<file path="src/rtl/alu_pkg.sv">
// Shared definitions for the sequential ALU: opcodes, FSM states and
// the iterative datapath mode.
package alu_pkg;

  localparam int OP_W = 4;

  localparam logic [OP_W-1:0] OP_ADD = 4'b0000;
  localparam logic [OP_W-1:0] OP_SUB = 4'b0001;
  localparam logic [OP_W-1:0] OP_SHL = 4'b0010;
  localparam logic [OP_W-1:0] OP_SHR = 4'b0011;
  localparam logic [OP_W-1:0] OP_EQ  = 4'b0100;
  localparam logic [OP_W-1:0] OP_GT  = 4'b0101;
  localparam logic [OP_W-1:0] OP_LT  = 4'b0110;
  localparam logic [OP_W-1:0] OP_MUL = 4'b0111;
  localparam logic [OP_W-1:0] OP_DIV = 4'b1000;

  typedef enum logic [1:0] {
    ST_IDLE = 2'b00,
    ST_RUN  = 2'b01,
    ST_DONE = 2'b10
  } state_e;

  typedef enum logic {
    MODE_MUL = 1'b0,
    MODE_DIV = 1'b1
  } iter_mode_e;

endpackage

</file>
<file path="src/rtl/seq_alu_iter.sv">
// Iterative datapath: shift-add multiply and restoring divide sharing a
// single N+1-bit adder. Exposes the post-step hi/lo values.
import alu_pkg::*;

module seq_alu_iter #(
  parameter int N = 8
) (
  input  logic       clk,
  input  logic       rst_n,
  input  iter_mode_e mode_i,
  input  logic       load_i,
  input  logic       step_i,
  input  logic [N-1:0] a_i,
  input  logic [N-1:0] b_i,
  output logic [N-1:0] hi_nxt_o,
  output logic [N-1:0] lo_nxt_o
);

  iter_mode_e   mode_q;
  logic [N-1:0] hi_q, lo_q, opnd_q;
  logic [N-1:0] hi_d, lo_d;
  logic [N:0]   add_x_s, add_y_s, sum_s;
  logic         cin_s;

  // mul: hi accumulates, lo holds the multiplier shifting out LSB first.
  // div: {hi,lo} shifts left; sum_s[N] set means the trial subtract borrowed.
  always_comb begin
    if (mode_q == MODE_DIV) begin
      add_x_s = {hi_q, lo_q[N-1]};
      add_y_s = ~{1'b0, opnd_q};
      cin_s   = 1'b1;
    end else begin
      add_x_s = {1'b0, hi_q};
      add_y_s = lo_q[0] ? {1'b0, opnd_q} : {(N+1){1'b0}};
      cin_s   = 1'b0;
    end
    sum_s = add_x_s + add_y_s + {{N{1'b0}}, cin_s};
    if (mode_q == MODE_DIV) begin
      if (sum_s[N]) begin
        hi_d = add_x_s[N-1:0];
        lo_d = {lo_q[N-2:0], 1'b0};
      end else begin
        hi_d = sum_s[N-1:0];
        lo_d = {lo_q[N-2:0], 1'b1};
      end
    end else begin
      hi_d = sum_s[N:1];
      lo_d = {sum_s[0], lo_q[N-1:1]};
    end
  end

  always_ff @(posedge clk or negedge rst_n) begin
    if (!rst_n) begin
      mode_q <= MODE_MUL;
      hi_q   <= {N{1'b0}};
      lo_q   <= {N{1'b0}};
      opnd_q <= {N{1'b0}};
    end else if (load_i) begin
      mode_q <= mode_i;
      hi_q   <= {N{1'b0}};
      lo_q   <= (mode_i == MODE_DIV) ? a_i : b_i;
      opnd_q <= (mode_i == MODE_DIV) ? b_i : a_i;
    end else if (step_i) begin
      hi_q <= hi_d;
      lo_q <= lo_d;
    end
  end

  assign hi_nxt_o = hi_d;
  assign lo_nxt_o = lo_d;

endmodule

</file>
<file path="src/rtl/seq_alu.sv">
// Registered multi-cycle ALU: single-cycle add/sub/shift/compare plus
// iterative unsigned multiply and divide behind a start/busy/done handshake.
import alu_pkg::*;

module seq_alu #(
  parameter int N  = 8,
  parameter int CW = $clog2(N) + 1
) (
  input  logic            clk,
  input  logic            rst_n,
  input  logic            start,
  input  logic [OP_W-1:0] op,
  input  logic [N-1:0]    a,
  input  logic [N-1:0]    b,
  output logic            busy,
  output logic            done,
  output logic [N-1:0]    o,
  output logic [N-1:0]    o_hi,
  output logic            of,
  output logic            uf,
  output logic            cmp,
  output logic            zero,
  output logic            err
);

  localparam logic [N:0] N_VAL = (N+1)'(N);

  state_e          state_q, state_d;
  logic [CW-1:0]   cnt_q, cnt_d;
  logic [OP_W-1:0] op_q, op_d;
  logic            busy_q, busy_d, done_q, done_d;
  logic [N-1:0]    o_q, o_d, o_hi_q, o_hi_d;
  logic            of_q, of_d, uf_q, uf_d, cmp_q, cmp_d, zero_q, zero_d, err_q, err_d;

  logic            load_s, step_s, big_shift_s;
  iter_mode_e      mode_s;
  logic [N:0]      add_s;
  logic [N-1:0]    shl_s, shr_s, hi_nxt_s, lo_nxt_s;

  seq_alu_iter #(.N(N)) u_iter (
    .clk      (clk),
    .rst_n    (rst_n),
    .mode_i   (mode_s),
    .load_i   (load_s),
    .step_i   (step_s),
    .a_i      (a),
    .b_i      (b),
    .hi_nxt_o (hi_nxt_s),
    .lo_nxt_o (lo_nxt_s)
  );

  assign add_s       = {1'b0, a} + {1'b0, b};
  assign big_shift_s = ({1'b0, b} >= N_VAL);
  assign shl_s       = big_shift_s ? {N{1'b0}} : (a << b);
  assign shr_s       = big_shift_s ? {N{1'b0}} : (a >> b);
  assign mode_s      = (op == OP_DIV) ? MODE_DIV : MODE_MUL;

  // FSM next state, counter and result/flag registers
  always_comb begin
    state_d = state_q;
    cnt_d   = cnt_q;
    op_d    = op_q;
    busy_d  = busy_q;
    done_d  = 1'b0;
    o_d     = o_q;
    o_hi_d  = o_hi_q;
    of_d    = of_q;
    uf_d    = uf_q;
    cmp_d   = cmp_q;
    zero_d  = zero_q;
    err_d   = err_q;
    load_s  = 1'b0;
    step_s  = 1'b0;
    case (state_q)
      ST_IDLE: begin
        if (start) begin
          op_d    = op;
          o_d     = {N{1'b0}};
          o_hi_d  = {N{1'b0}};
          of_d    = 1'b0;
          uf_d    = 1'b0;
          cmp_d   = 1'b0;
          zero_d  = 1'b0;
          err_d   = 1'b0;
          busy_d  = 1'b0;
          done_d  = 1'b1;
          state_d = ST_DONE;
          case (op)
            OP_ADD: begin
              o_d    = add_s[N-1:0];
              of_d   = add_s[N];
              zero_d = (add_s[N-1:0] == {N{1'b0}});
            end
            OP_SUB: begin
              o_d    = a - b;
              uf_d   = (a < b);
              zero_d = (a == b);
            end
            OP_SHL: begin
              o_d    = shl_s;
              zero_d = (shl_s == {N{1'b0}});
            end
            OP_SHR: begin
              o_d    = shr_s;
              zero_d = (shr_s == {N{1'b0}});
            end
            OP_EQ: cmp_d = (a == b);
            OP_GT: cmp_d = (a > b);
            OP_LT: cmp_d = (a < b);
            OP_MUL, OP_DIV: begin
              if ((op == OP_DIV) && (b == {N{1'b0}})) begin
                err_d  = 1'b1;
                o_d    = {N{1'b1}};
                o_hi_d = a;
              end else begin
                load_s  = 1'b1;
                busy_d  = 1'b1;
                done_d  = 1'b0;
                cnt_d   = {CW{1'b0}};
                state_d = ST_RUN;
              end
            end
            default: err_d = 1'b1;
          endcase
        end else begin
          state_d = ST_IDLE;
        end
      end
      ST_RUN: begin
        step_s = 1'b1;
        if (cnt_q == CW'(N - 1)) begin
          cnt_d   = {CW{1'b0}};
          busy_d  = 1'b0;
          done_d  = 1'b1;
          state_d = ST_DONE;
          o_d     = lo_nxt_s;
          o_hi_d  = hi_nxt_s;
          zero_d  = (lo_nxt_s == {N{1'b0}});
          of_d    = (op_q == OP_MUL) && (hi_nxt_s != {N{1'b0}});
        end else begin
          cnt_d = cnt_q + CW'(1);
        end
      end
      ST_DONE: state_d = ST_IDLE;
      default: state_d = ST_IDLE;
    endcase
  end

  // State, counter and output registers
  always_ff @(posedge clk or negedge rst_n) begin
    if (!rst_n) begin
      state_q <= ST_IDLE;
      cnt_q   <= {CW{1'b0}};
      op_q    <= {OP_W{1'b0}};
      busy_q  <= 1'b0;
      done_q  <= 1'b0;
      o_q     <= {N{1'b0}};
      o_hi_q  <= {N{1'b0}};
      of_q    <= 1'b0;
      uf_q    <= 1'b0;
      cmp_q   <= 1'b0;
      zero_q  <= 1'b0;
      err_q   <= 1'b0;
    end else begin
      state_q <= state_d;
      cnt_q   <= cnt_d;
      op_q    <= op_d;
      busy_q  <= busy_d;
      done_q  <= done_d;
      o_q     <= o_d;
      o_hi_q  <= o_hi_d;
      of_q    <= of_d;
      uf_q    <= uf_d;
      cmp_q   <= cmp_d;
      zero_q  <= zero_d;
      err_q   <= err_d;
    end
  end

  assign busy = busy_q;
  assign done = done_q;
  assign o    = o_q;
  assign o_hi = o_hi_q;
  assign of   = of_q;
  assign uf   = uf_q;
  assign cmp  = cmp_q;
  assign zero = zero_q;
  assign err  = err_q;

endmodule

</file>
<file path="config.mk">
export PLATFORM = sky130hd
export DESIGN_NAME = seq_alu
export DESIGN_NICKNAME = d
export VERILOG_FILES = /design/src/rtl/alu_pkg.sv /design/src/rtl/seq_alu_iter.sv /design/src/rtl/seq_alu.sv
export SDC_FILE = /design/constraint.sdc
export NUM_CORES = 1
export LEC_CHECK = 0
export CORE_AREA = 2 2 113 115
export DETAILED_ROUTE_END_ITERATION = 7
export DIE_AREA = 0 0 115 117
export PLACE_DENSITY_LB_ADDON = 0.12
export SYNTH_ARGS = -nofsm -noshare
export SYNTH_HDL_FRONTEND = slang
export SYNTH_SLANG_ARGS = --single-unit
</file>
<file path="constraint.sdc">
create_clock -name clk -period 9 [get_ports clk]
set_input_delay 0.9 -clock clk [delete_from_list [all_inputs] [get_ports clk]]
set_output_delay 0.9 -clock clk [all_outputs]
set_load 0.1 [all_outputs]
</file>
==> out/results.ini <==
[outcome]
status=finished, final reports clean

[sta]
slew_viol_final=0
worst-slew-pin-transition_ns=1.19
relSlewSlack_pct=20.4
hold_violations=0
totalNegativeSetupSlack_ns=0
finalCritPeriodShare_pct=51.8
fin_skew_ns=0.00549
fin_crit_ns=4.66
setup_viol=0
max_freq_mhz=215
rsz0062_at_grt=no

[logic_synthesis]
yosysSeqAreaShare_pct=28.6
synth_most_common_cell=nand2_1
yosysWarnings=0
syn_inst=662
synthTopCellsByArea=dfrtp_1 (29%), nand2_1 (7.7%), nor2_1 (6.4%), ha_1 (5.9%), a21oi_1 (5.4%)
async_flop_share_pct=100
yosysTopAreaCell=dfrtp_1
avgSynthCellArea_um2=7.66
ys_types=62
netlist_area_mm2=0.00507
synth_ff_type=dfrtp_1
synth-edff-count=0
synth_seq_cells=58
synth_top_cells_by_count=nand2_1 (104), nor2_1 (86), dfrtp_1 (58)
syn_nets=713
yosysTopAreaCellShare_pct=28.6

[detailed_routing]
met3_length_um=675
maxUsedRoutingLayer=met4
vias=4941
routedWlPerCell_um=19.7
drt_iter0_drc=298
wl_met1_um=7230
antenna_left=0
drcViolationCount=0
wl_met2_um=8110
drt-total-wl_um=16500
drtPass1Iterations=5
routed_via_density=5.92

[critical_path]
cp-start-kind=flip-flop
worstSetupPathType=reg2reg
max_stage_delay_ns=1.13
crit_path_cell_trace=inv_1 > fa_1 > fa_1 > nor2b_1 > o2111ai_1 > nand3_1 > nand3b_1 > or2_2 > a31oi_1 > o221ai_1 > o21a_1
slowest_stage=dfrtp_1
path_common_cell=fa_1
crit_path_max_fanout=36
end_kind=flip-flop
worstPathArrival_ns=4.88
cp.required_ns=9.22

[run]
maxCapViolations=0

[finish]
final_cell_area_mm2=0.00586
drive_above_1_share_pct=6.43
antenna_cells=0
nets=730
synthToLayoutAreaGrowth_pct=15.6

[placement]
dpl_cell_area_mm2=0.00557
globalplace.congestion=0.943
numPortBuffers=45
dp_hpwl_um=12000

[pwr]
p_leak_nw=2.44
finalPower_mw=1.92
p_per_area_mw_per_mm2=327
ir_worst_vdd_mv=0.135

[global_routing]
grt_first_pass_wirelength_um=26400
grt_start_max_net_pins=59
antenna_found_initial=0
track_usage_pct=25.7
first_global_vias=4728
overflow=0

[clock_network]
clk_pin_slew_ns=0.05
clock_latency_ns=0.33
cts_buffer_depth=2
postCtsSetupBuffers=0
cts_hold_buf=0
cts_buffers=9
post_cts_resized=0
cts.sinks=58
cts_tree=built
h-tree-depth=3
cts-root-buf=clkbuf_16

[die]
fp.dieW_um=115
die_h_um=117
core_mm2=0.0123
io_pins=46
dieArea_mm2=0.0135
rows=41
start_util_pct=41.2

[min_path]
hold_class=reg2reg

[critical path: cells and delay by family (launching register included)]
| family | cells | cell delay, ns |
|---|---|---|
| flops | 1 | 1.13 |
| simple gates | 4 | 1.09 |
| fa+ha+maj | 2 | 0.99 |
| compound gates | 4 | 0.80 |
| buf+inv | 1 | 0.52 |
[final cells by class]
class / count / area (um2)
Tap cell: 150 / 188
Multi-Input combinational cell: 535 / 3350
Sequential cell: 58 / 1450
Inverter: 24 / 90.1
Clock inverter: 5 / 53.8
Timing Repair Buffer: 51 / 490
Fill cell: 1240 / 6450
Clock buffer: 11 / 243
[placed cells by master (no fill, tap or decap), types with 8 or more instances in the layout]
cell,n
nor2b_1,8
mux2i_1,24
clkdlybuf4s50_1,44
nand3_1,16
nor3_1,11
nand2b_1,9
nand4_1,10
xnor2_1,12
o21a_1,8
a211oi_1,8
clkbuf_16,9
dfrtp_1,58
ha_1,24
a31oi_1,24
inv_1,23
a21oi_1,55
nand2_1,104
mux2_2,10
o21ai_0,39
nor2_1,86
[metal layers]
metal / vias up / track usage, %
li1: 2394 / -
met1: 2401 / 33.6
met2: 114 / 43.6
met3: 32 / 3.86
met4: 0 / 9.16
met5: - / 0
[metrics by stage]
stage	hold WS (ns)	setup slack, ns	util, %	instances
2_1_floorplan	0.437	5.19	-	662
3_3_place_gp	0.453	4.47	45.2	818
3_5_place_dp	0.457	4.41	45.2	818
4_1_cts	0.474	4.37	47.6	834
5_1_grt	0.494	3.93	47.6	834
6_report	0.474	4.34	47.6	834
[cells by family after synthesis]
logic type,share of synthesized area [%]
simple gates,24.7
compound gates,22.0
buf+inv,5.43
flops,28.6
mux,9.18
fa+ha+maj,7.50
xor+xnor,2.59
[path summary, 6_finish.rpt]
kind | startpoint | end | slack (ns) | cells after the start
max in group asynchronous | rst_n | o_hi[7]$_DFFE_PN0P_ | 7.74 | 2
min in group asynchronous | rst_n | uf$_DFFE_PN0P_ | 0.70 | 2
worst min-delay path | cnt_q[3]$_DFFE_PN0P_ | cnt_q[3]$_DFFE_PN0P_ | 0.47 | 1
worst max register to register | u_iter.mode_q$_DFFE_PN0P_ | o_hi[0]$_DFFE_PN0P_ | 4.34 | 11
worst min register to register | cnt_q[3]$_DFFE_PN0P_ | cnt_q[3]$_DFFE_PN0P_ | 0.47 | 1
worst max-delay path | u_iter.mode_q$_DFFE_PN0P_ | o_hi[0]$_DFFE_PN0P_ | 4.34 | 11
[report_power, final]
part / leakage (nW) / switching (mW) / internal [mW]
clock: 0.149 / 0.123 / 0.221
combinational: 1.57 / 0.727 / 0.389
sequential: 0.721 / 0.100 / 0.359
total: 2.44 / 0.950 / 0.969
[registers in the layout, indices dropped and copies added (netlist names)]
signal	cells
done	1
o	8
u_iter.opnd_q	8
busy	1
zero	1
err	1
state_q	2
o_hi	8
cmp	1
u_iter.lo_q	8
u_iter.mode_q	1
uf	1
u_iter.hi_q	8
cnt_q	4
of	1
op_q	4
Power figures use the tool's default switching activity.
